===== config.mk =====
export PLATFORM = sky130hd
export DESIGN_NAME = pw_act_serializer
export DESIGN_NICKNAME = d
export VERILOG_FILES = /design/src/rtl/pw_ser_pkg.sv /design/src/rtl/pw_ser_fifo.sv /design/src/rtl/pw_act_serializer.sv
export SDC_FILE = /design/constraint.sdc
export NUM_CORES = 1
export LEC_CHECK = 0
export CAP_MARGIN = 20
export CORE_UTILIZATION = 25
export DETAILED_ROUTE_END_ITERATION = 8
export PLACE_DENSITY = 0.5
export REMOVE_ABC_BUFFERS = 1
export SYNTH_ARGS = -nofsm -noshare
export SYNTH_HDL_FRONTEND = slang
export SYNTH_SLANG_ARGS = --single-unit

===== constraint.sdc =====
create_clock -name clk -period 18.6 [get_ports clk]
set_clock_uncertainty 0.1 [all_clocks]
set_input_delay 1.86 -clock clk [delete_from_list [all_inputs] [get_ports clk]]
set_output_delay 1.86 -clock clk [all_outputs]
set_load 0.01 [all_outputs]

===== src/rtl/pw_ser_pkg.sv =====
// Shared types and helpers for the pointwise-conv activation serializer.
// first_nonzero backs the PW_ACT_SERIALIZER_ZERO_SKIP_EN build only.
package pw_ser_pkg;

   localparam int NUM_CH = 16;
   localparam int ACT_W  = 16;

   typedef logic [NUM_CH*ACT_W-1:0]   act_vec_t;
   typedef logic [$clog2(NUM_CH)-1:0] ch_idx_t;

   // Lowest channel >= from holding a nonzero value; last channel otherwise.
   function automatic ch_idx_t first_nonzero(
      input act_vec_t v,
      input ch_idx_t  from
   );
      ch_idx_t r;
      r = ch_idx_t'(NUM_CH - 1);
      for (int c = NUM_CH - 1; c >= 0; c--) begin
         if (c >= int'(from) && v[c*ACT_W +: ACT_W] != '0)
            r = ch_idx_t'(c);
      end
      return r;
   endfunction

endpackage


===== src/rtl/pw_ser_fifo.sv =====
// Whole-vector FIFO with synchronous reset and a registered level count.
// push/pop are ignored when full/empty respectively.
module pw_ser_fifo #(
   parameter int W     = 256,
   parameter int DEPTH = 4
) (
   input  logic                    clk,
   input  logic                    rst,
   input  logic                    push,
   input  logic                    pop,
   input  logic [W-1:0]            din,
   output logic [W-1:0]            head,
   output logic [$clog2(DEPTH):0]  level,
   output logic                    full,
   output logic                    empty
);

   localparam int AW = $clog2(DEPTH);

   logic [W-1:0]  mem [DEPTH];
   logic [AW-1:0] wr_ptr;
   logic [AW-1:0] rd_ptr;
   logic          do_push;
   logic          do_pop;

   assign full    = (level == (AW+1)'(DEPTH));
   assign empty   = (level == '0);
   assign do_push = push & ~full;
   assign do_pop  = pop & ~empty;
   assign head    = mem[rd_ptr];

   always_ff @(posedge clk) begin
      if (rst) begin
         wr_ptr <= '0;
         rd_ptr <= '0;
         level  <= '0;
      end else begin
         if (do_push)
            wr_ptr <= wr_ptr + 1'b1;
         if (do_pop)
            rd_ptr <= rd_ptr + 1'b1;
         if (do_push && !do_pop)
            level <= level + 1'b1;
         else if (do_pop && !do_push)
            level <= level - 1'b1;
      end
   end

   always_ff @(posedge clk) begin
      if (!rst && do_push)
         mem[wr_ptr] <= din;
   end

endmodule


===== src/rtl/pw_act_serializer.sv =====
// Buffers per-pixel activation vectors and streams them one channel per beat.
// Optional zero-channel skipping: PW_ACT_SERIALIZER_ZERO_SKIP_EN.
module pw_act_serializer
   import pw_ser_pkg::*;
#(
   parameter int NUM_CH = 16,
   parameter int ACT_W  = 16,
   parameter int DEPTH  = 4
) (
   input  logic                      clk,
   input  logic                      rst,
   input  logic                      in_strobe,
   input  logic [NUM_CH*ACT_W-1:0]   in_act,
   output logic                      out_valid,
   input  logic                      out_ready,
   output logic [ACT_W-1:0]          out_data,
   output logic [$clog2(NUM_CH)-1:0] out_ch,
   output logic                      out_last,
   output logic [$clog2(DEPTH):0]    level,
   output logic                      overflow
);

   localparam int CW = $clog2(NUM_CH);
   localparam logic [CW-1:0] LAST_CH = CW'(NUM_CH - 1);

   logic [NUM_CH*ACT_W-1:0] head;
   logic                    full;
   logic                    empty;
   logic                    fire;
   logic                    last;
   logic                    pop;
   logic [CW-1:0]           base;
   logic [CW-1:0]           cur;

   pw_ser_fifo #(
      .W     (NUM_CH*ACT_W),
      .DEPTH (DEPTH)
   ) u_fifo (
      .clk   (clk),
      .rst   (rst),
      .push  (in_strobe),
      .pop   (pop),
      .din   (in_act),
      .head  (head),
      .level (level),
      .full  (full),
      .empty (empty)
   );

   // base is the next channel to consider; cur is the one presented.
`ifdef PW_ACT_SERIALIZER_ZERO_SKIP_EN
   assign cur = first_nonzero(head, base);
`else
   assign cur = base;
`endif

   assign out_valid = ~empty;
   assign last      = (cur == LAST_CH);
   assign fire      = out_valid & out_ready;
   assign pop       = fire & last;
   assign out_ch    = out_valid ? cur : '0;
   assign out_last  = out_valid & last;
   assign out_data  = out_valid ? head[cur*ACT_W +: ACT_W] : '0;

   always_ff @(posedge clk) begin
      if (rst)
         base <= '0;
      else if (fire)
         base <= last ? '0 : cur + 1'b1;
   end

   // Full is taken from the registered level, so a same-cycle pop never helps.
   always_ff @(posedge clk) begin
      if (rst)
         overflow <= 1'b0;
      else if (in_strobe && full)
         overflow <= 1'b1;
   end

endmodule


* Word level (Yosys, flattened, before mapping)
Memory sizes are Yosys's and may differ from the RTL's. A register that Yosys moved wholly into a read port is not among the register bits.
Index checks and enable logic that the tools add are counted.
** Operators by class
- Mux-type cells :: 9
- Bitwise gates (word level) :: 7
- Reduce and logical (&&, ||, !) cells :: 9
- Shifts and indexed selects :: 1
- $add $sub $neg :: 5
- Eq/ne operators :: 2
** Operators with widths (count)
- indexed part select 256 x 9 -> 16 bit :: 1
- two-way mux 16 bit :: 1
- two-way mux 4 bit :: 2
- two-way mux 3 bit :: 2
- AND 1 bit :: 5
- adder 2 x 1 -> 2 bit (second input constant) :: 2
- adder 4 x 1 -> 4 bit (second input constant) :: 1
- equality test 4 bit (second input constant) :: 1
- logical AND 1 bit :: 4
- two-way mux 2 bit :: 2
- adder 3 x 1 -> 3 bit (second input constant) :: 1
- equality test 3 bit (second input constant) :: 1
- zero test 1 bit :: 3
- zero test 3 bit :: 1
- subtractor 3 x 1 -> 3 bit (second input constant) :: 1
- two-way mux 1 bit :: 2
- NOT 1 bit :: 2
- nonzero test 2 bit :: 1
** Storage, ports and cells
- Bits of input ports :: 260
- Output and inout bits :: 26
- RAM bits :: 1024
- Word-level logic and storage cells :: 39
- Memories :: 1
- Bits in registers :: 12
** Memories
- u_fifo.mem :: depth 4, width 256, read ports 1, clocked after memory_dff 1, write ports 1, RTL line pw_ser_fifo.sv:20 : logic [W-1:0] mem [DEPTH];

* Longest topological paths before layout
- Depth in word-level cells :: 8
- Gate-level depth with buffers :: 10
- Mapped depth without buffers :: 10

* Modules after synthesis
From an unflattened synthesis, not the netlist that was laid out.
** Second synthesis, totals
- Cell total of the unflattened synthesis :: 1608
- Area total of the unflattened synthesis :: 40070.9 um^2
** By module, submodules not included
- pw_ser_fifo :: cells an instance 1386, times used 1, area an instance 37659.9 um^2, seq. area each 30929.7 um^2
- pw_act_serializer :: cells an instance 222, times used 1, area an instance 2411.1 um^2, seq. area each 100.1 um^2

* Least setup slack after synthesis
Ideal clock, no wire load.
- Path kind :: input to register
- From :: in in_strobe
- To :: mem u_fifo.mem[0][0], enable pin
- Data arrival time :: 7.956 ns
- Path buffers :: 0
- Stages :: 3
- Required time :: 17.849 ns
- Setup slack :: 9.894 ns
- Cell sequence :: nand2_1 > nor2_1 > and2_1
** Between the ends
- Longest elaborated chain between the ends :: 4
** Ends and longest elaborated chain
- from (decl) :: RTL line pw_act_serializer.sv:12 : input logic in_strobe,
- AND 1 bit :: RTL line pw_ser_fifo.sv:28 : assign do_push = push & ~full;
- logical AND 1 bit :: RTL line pw_ser_fifo.sv:50 : if (!rst && do_push)
- two-way mux 1 bit :: RTL line pw_ser_fifo.sv:50
- two-way mux 1 bit (implied by the code) :: RTL line pw_ser_fifo.sv:51 : mem[wr_ptr] <= din;
- to (decl) :: RTL line pw_ser_fifo.sv:20
No other way between the ends.

==> impl_metrics.yaml <==
run_status:
  outcome: "finished, final reports clean"
layout:
  fillers: 15000
  drive_above_1_share_pct: 21.8
  syn2layout_area_growth_pct: 23.0
  nets: 2319
  regArea_um2: 31000
  multi_input_area_um2: 7890
routing:
  drt_wl_total_mm: 103
  drc: 0
  first_pass_iters: 7
  ant_nets: 0
  avgRoutedWirePerCell_um: 24.5
  vias_per_cell: 4.46
  drt_iter0_drc: 1387
  vias: 18800
power:
  ir_worst_vdd_v: 0.0000795
  leakage_nw: 14.6
  power.density_nw_per_um2: 111
cts:
  h-tree-depth: 3
  post_cts_buffers: 0
  tritoncts: "done"
  cts_max_path_buffers: 3
  ctsResizeCount: 0
  cts_root_buffer: "clkbuf_16"
  clk_pin_slew_ns: 0.06
  cts_buffers: 116
  cts_sinks: 1038
  cts_hold_buf: 0
  insertion_delay_ns: 0.73
placed_design:
  dpl_worst_slack_ns: 12.15
  numPortBuffers: 285
  dpl.hpwl_mm: 63.0
  gp_congestion: 0.704
setup_path:
  r2r_start: "u_fifo.level[0]"
  critPathMaxStageDelay_ns: 0.87
  r2r-end: "u_fifo.mem[3][23]"
  critPathSlowestCell: "buf_4"
  setup.worst_path.end_class: "output pin"
  path_class: "flip-flop to output pin"
  cp_max_fo: 75
  cp_common_cell: "nand3_1"
  ff2ff_setup_slack_ns: 14.58
  crit_path_start_kind: "flip-flop"
  cp_cell_sequence: "buf_12, buf_4, mux4_2, a22oi_1, nand3_1, nand3_1, o221ai_1, clkdlybuf4s50_1"
  critical_path_required_ns: 16.64
  worstPathArrival_ns: 4.99
  r2r_cells: 7
timing:
  relSlewSlack_pct: 25.4
  fin_crit_ns: 6.95
  max_freq_mhz: 144
  rsz0062_at_grt: "no"
  worst_pin_slew_ns: 1.12
  period_share_pct: 37.4
  slew_viol_final: 0
  setup_violations: 0
  tns_ns: 0
  setup_slack_ns: 11.65
  hold_viol: 0
yosys:
  synth_area_um2: 39400
  synth_cell_types: 55
  synth_ff_type: "edfxtp_1"
  synth_area_per_cell_um2: 23.1
  ys_ff_latch: 1038
  synth_warnings: 0
  netlist_instances: 1708
  async_flop_share_pct: 0
  ys_seq_area_share_pct: 78.7
  synth_edf_count: 1024
global_routing:
  antenna_found_initial: 49
  grt_pass1_wl_mm: 146
  gr-total-overflow: 0
  grt_max_degree: 110
  grt_pass1_vias: 20200
  grt.total_usage_pct: 12.9
worst_hold_path:
  hold_path_end: "overflow"
  worstHoldPathCells: 2
  hp-start: "overflow"
  hold_class: "flip-flop to flip-flop"
job:
  maxCapViolations: 0
floorplan:
  placementRows: 145
  coreArea_um2: 156000
  die_h_um: 399
  dieWidth_um: 399
  initial_core_util_pct: 25.2
  die_area_um2: 159000
  pin_count: 286
==> synthesized netlist by cell type, types with 5 or more instances <==
| cell | n | area share, % |
|---|---|---|
| nor2_1 | 19 | 0.18 |
| clkbuf_1 | 36 | 0.34 |
| a221oi_1 | 12 | 0.27 |
| or3_1 | 9 | 0.14 |
| a22oi_1 | 54 | 1.0 |
| o22ai_1 | 21 | 0.33 |
| and2_1 | 8 | 0.13 |
| o221ai_1 | 8 | 0.18 |
| buf_1 | 15 | 0.14 |
| buf_2 | 21 | 0.27 |
| xor2_1 | 5 | 0.11 |
| ha_1 | 6 | 0.19 |
| buf_4 | 13 | 0.25 |
| a22o_1 | 22 | 0.49 |
| a21oi_1 | 23 | 0.29 |
| inv_1 | 7 | 0.067 |
| a31oi_1 | 8 | 0.13 |
| mux2i_1 | 21 | 0.53 |
| o21ai_1 | 5 | 0.063 |
| a221o_1 | 5 | 0.13 |
| mux4_2 | 232 | 13 |
| nand3_1 | 18 | 0.23 |
| edfxtp_1 | 1024 | 78 |
| nor3_1 | 11 | 0.14 |
| nand2_1 | 23 | 0.22 |
| dfxtp_1 | 14 | 0.71 |
| mux4_1 | 13 | 0.87 |
| buf_6 | 7 | 0.20 |
==> state kept, by name (all words and copies together), names as in the netlist, named ones only <==
signal         cells
u_fifo.rd_ptr      2
u_fifo.level       3
overflow           1
u_fifo.wr_ptr      2
u_fifo.mem      1024
base               4
==> final cells by class <==
class | count | share of cell area (%)
Sequential cell | 1038 | 64.0
Inverter | 7 | 0.0542
Antenna cell | 6 | 0.0310
Tap cell | 2058 | 5.31
Timing Repair Buffer | 322 | 6.54
Clock buffer | 143 | 6.31
Clock inverter | 77 | 1.46
Multi-Input combinational cell | 567 | 16.3
==> metrics by stage <==
stage	cells	hold slack [ns]	total power, mW	utilization, %	instance area [µm²]
floorplan	1612	0.363	2.94	-	38900
global placement	3992	0.352	3.17	28.6	44700
detailed placement	3992	0.361	3.18	28.6	44700
CTS	4212	0.374	5.45	31.0	48500
global route	4214	0.395	5.56	31.0	48500
finish	4218	0.378	5.36	31.0	48500
==> routing by layer <==
| layer | vias up | wire length, µm | track usage (%) |
|---|---|---|---|
| met5 | - | 358 | 0 |
| met2 | 468 | 49900 | 20.9 |
| met4 | 56 | 2140 | 3.78 |
| met1 | 9986 | 43400 | 16.4 |
| li1 | 8089 | - | - |
| met3 | 195 | 7570 | 4.14 |
==> kinds of logic after synthesis <==
kind of cell	count (synthesis)	share of synthesized area [%]
XOR/XNOR	6	0.133
AND/OR/NAND/NOR	105	1.33
adder cells (fa/ha/maj)	7	0.241
AO/OA/AOI/OAI	179	3.37
flip-flops	1038	78.7
multiplexers	270	14.8
buffers and inverters	103	1.44
==> power breakdown <==
group / internal, mW / switching, mW
Clock: 1.31 / 0.936
Combinational: 0.163 / 0.249
Sequential: 2.68 / 0.0241
==> how the worst max path moves through the flow <==
stage | end | slack, ns | cells after the start | start
floorplan | out_data[11] | 5.11 | 4 | flip-flop
global placement | out_data[12] | 12.12 | 8 | flip-flop
finish | out_data[12] | 11.65 | 8 | flip-flop
detailed placement | out_data[12] | 12.15 | 8 | flip-flop
global route | out_data[12] | 11.05 | 8 | flip-flop
CTS | out_data[12] | 11.30 | 8 | flip-flop
==> placed cells by master (no fill, tap or decap), drive strengths merged, types with 6 or more instances in the layout <==
cell	synthesis	final
a21oi	23	23
a221oi	13	13
a22o	22	22
a22oi	54	54
a31oi	8	8
and2	9	9
buf	59	37
bufinv	0	10
clkbuf	37	143
clkdlybuf4s50	0	285
clkinv	0	54
clkinvlp	0	6
dfxtp	14	14
diode	0	6
edfxtp	1024	1024
ha	6	6
inv	7	14
mux2i	21	21
mux4	245	245
nand2	23	23
nand3	18	18
nor2	19	19
nor3	11	11
o21ai	8	8
o221ai	9	9
o22ai	21	21
or3	9	9
==> worst max-delay path, delay by kind of cell (launching register included) <==
kind	cells	cell delay [ns]
flops	1	0.73
mux	1	0.60
buf+inv	3	1.91
compound gates	2	0.42
simple gates	2	0.42
No activity file was read; power rests on OpenSTA's default activity.
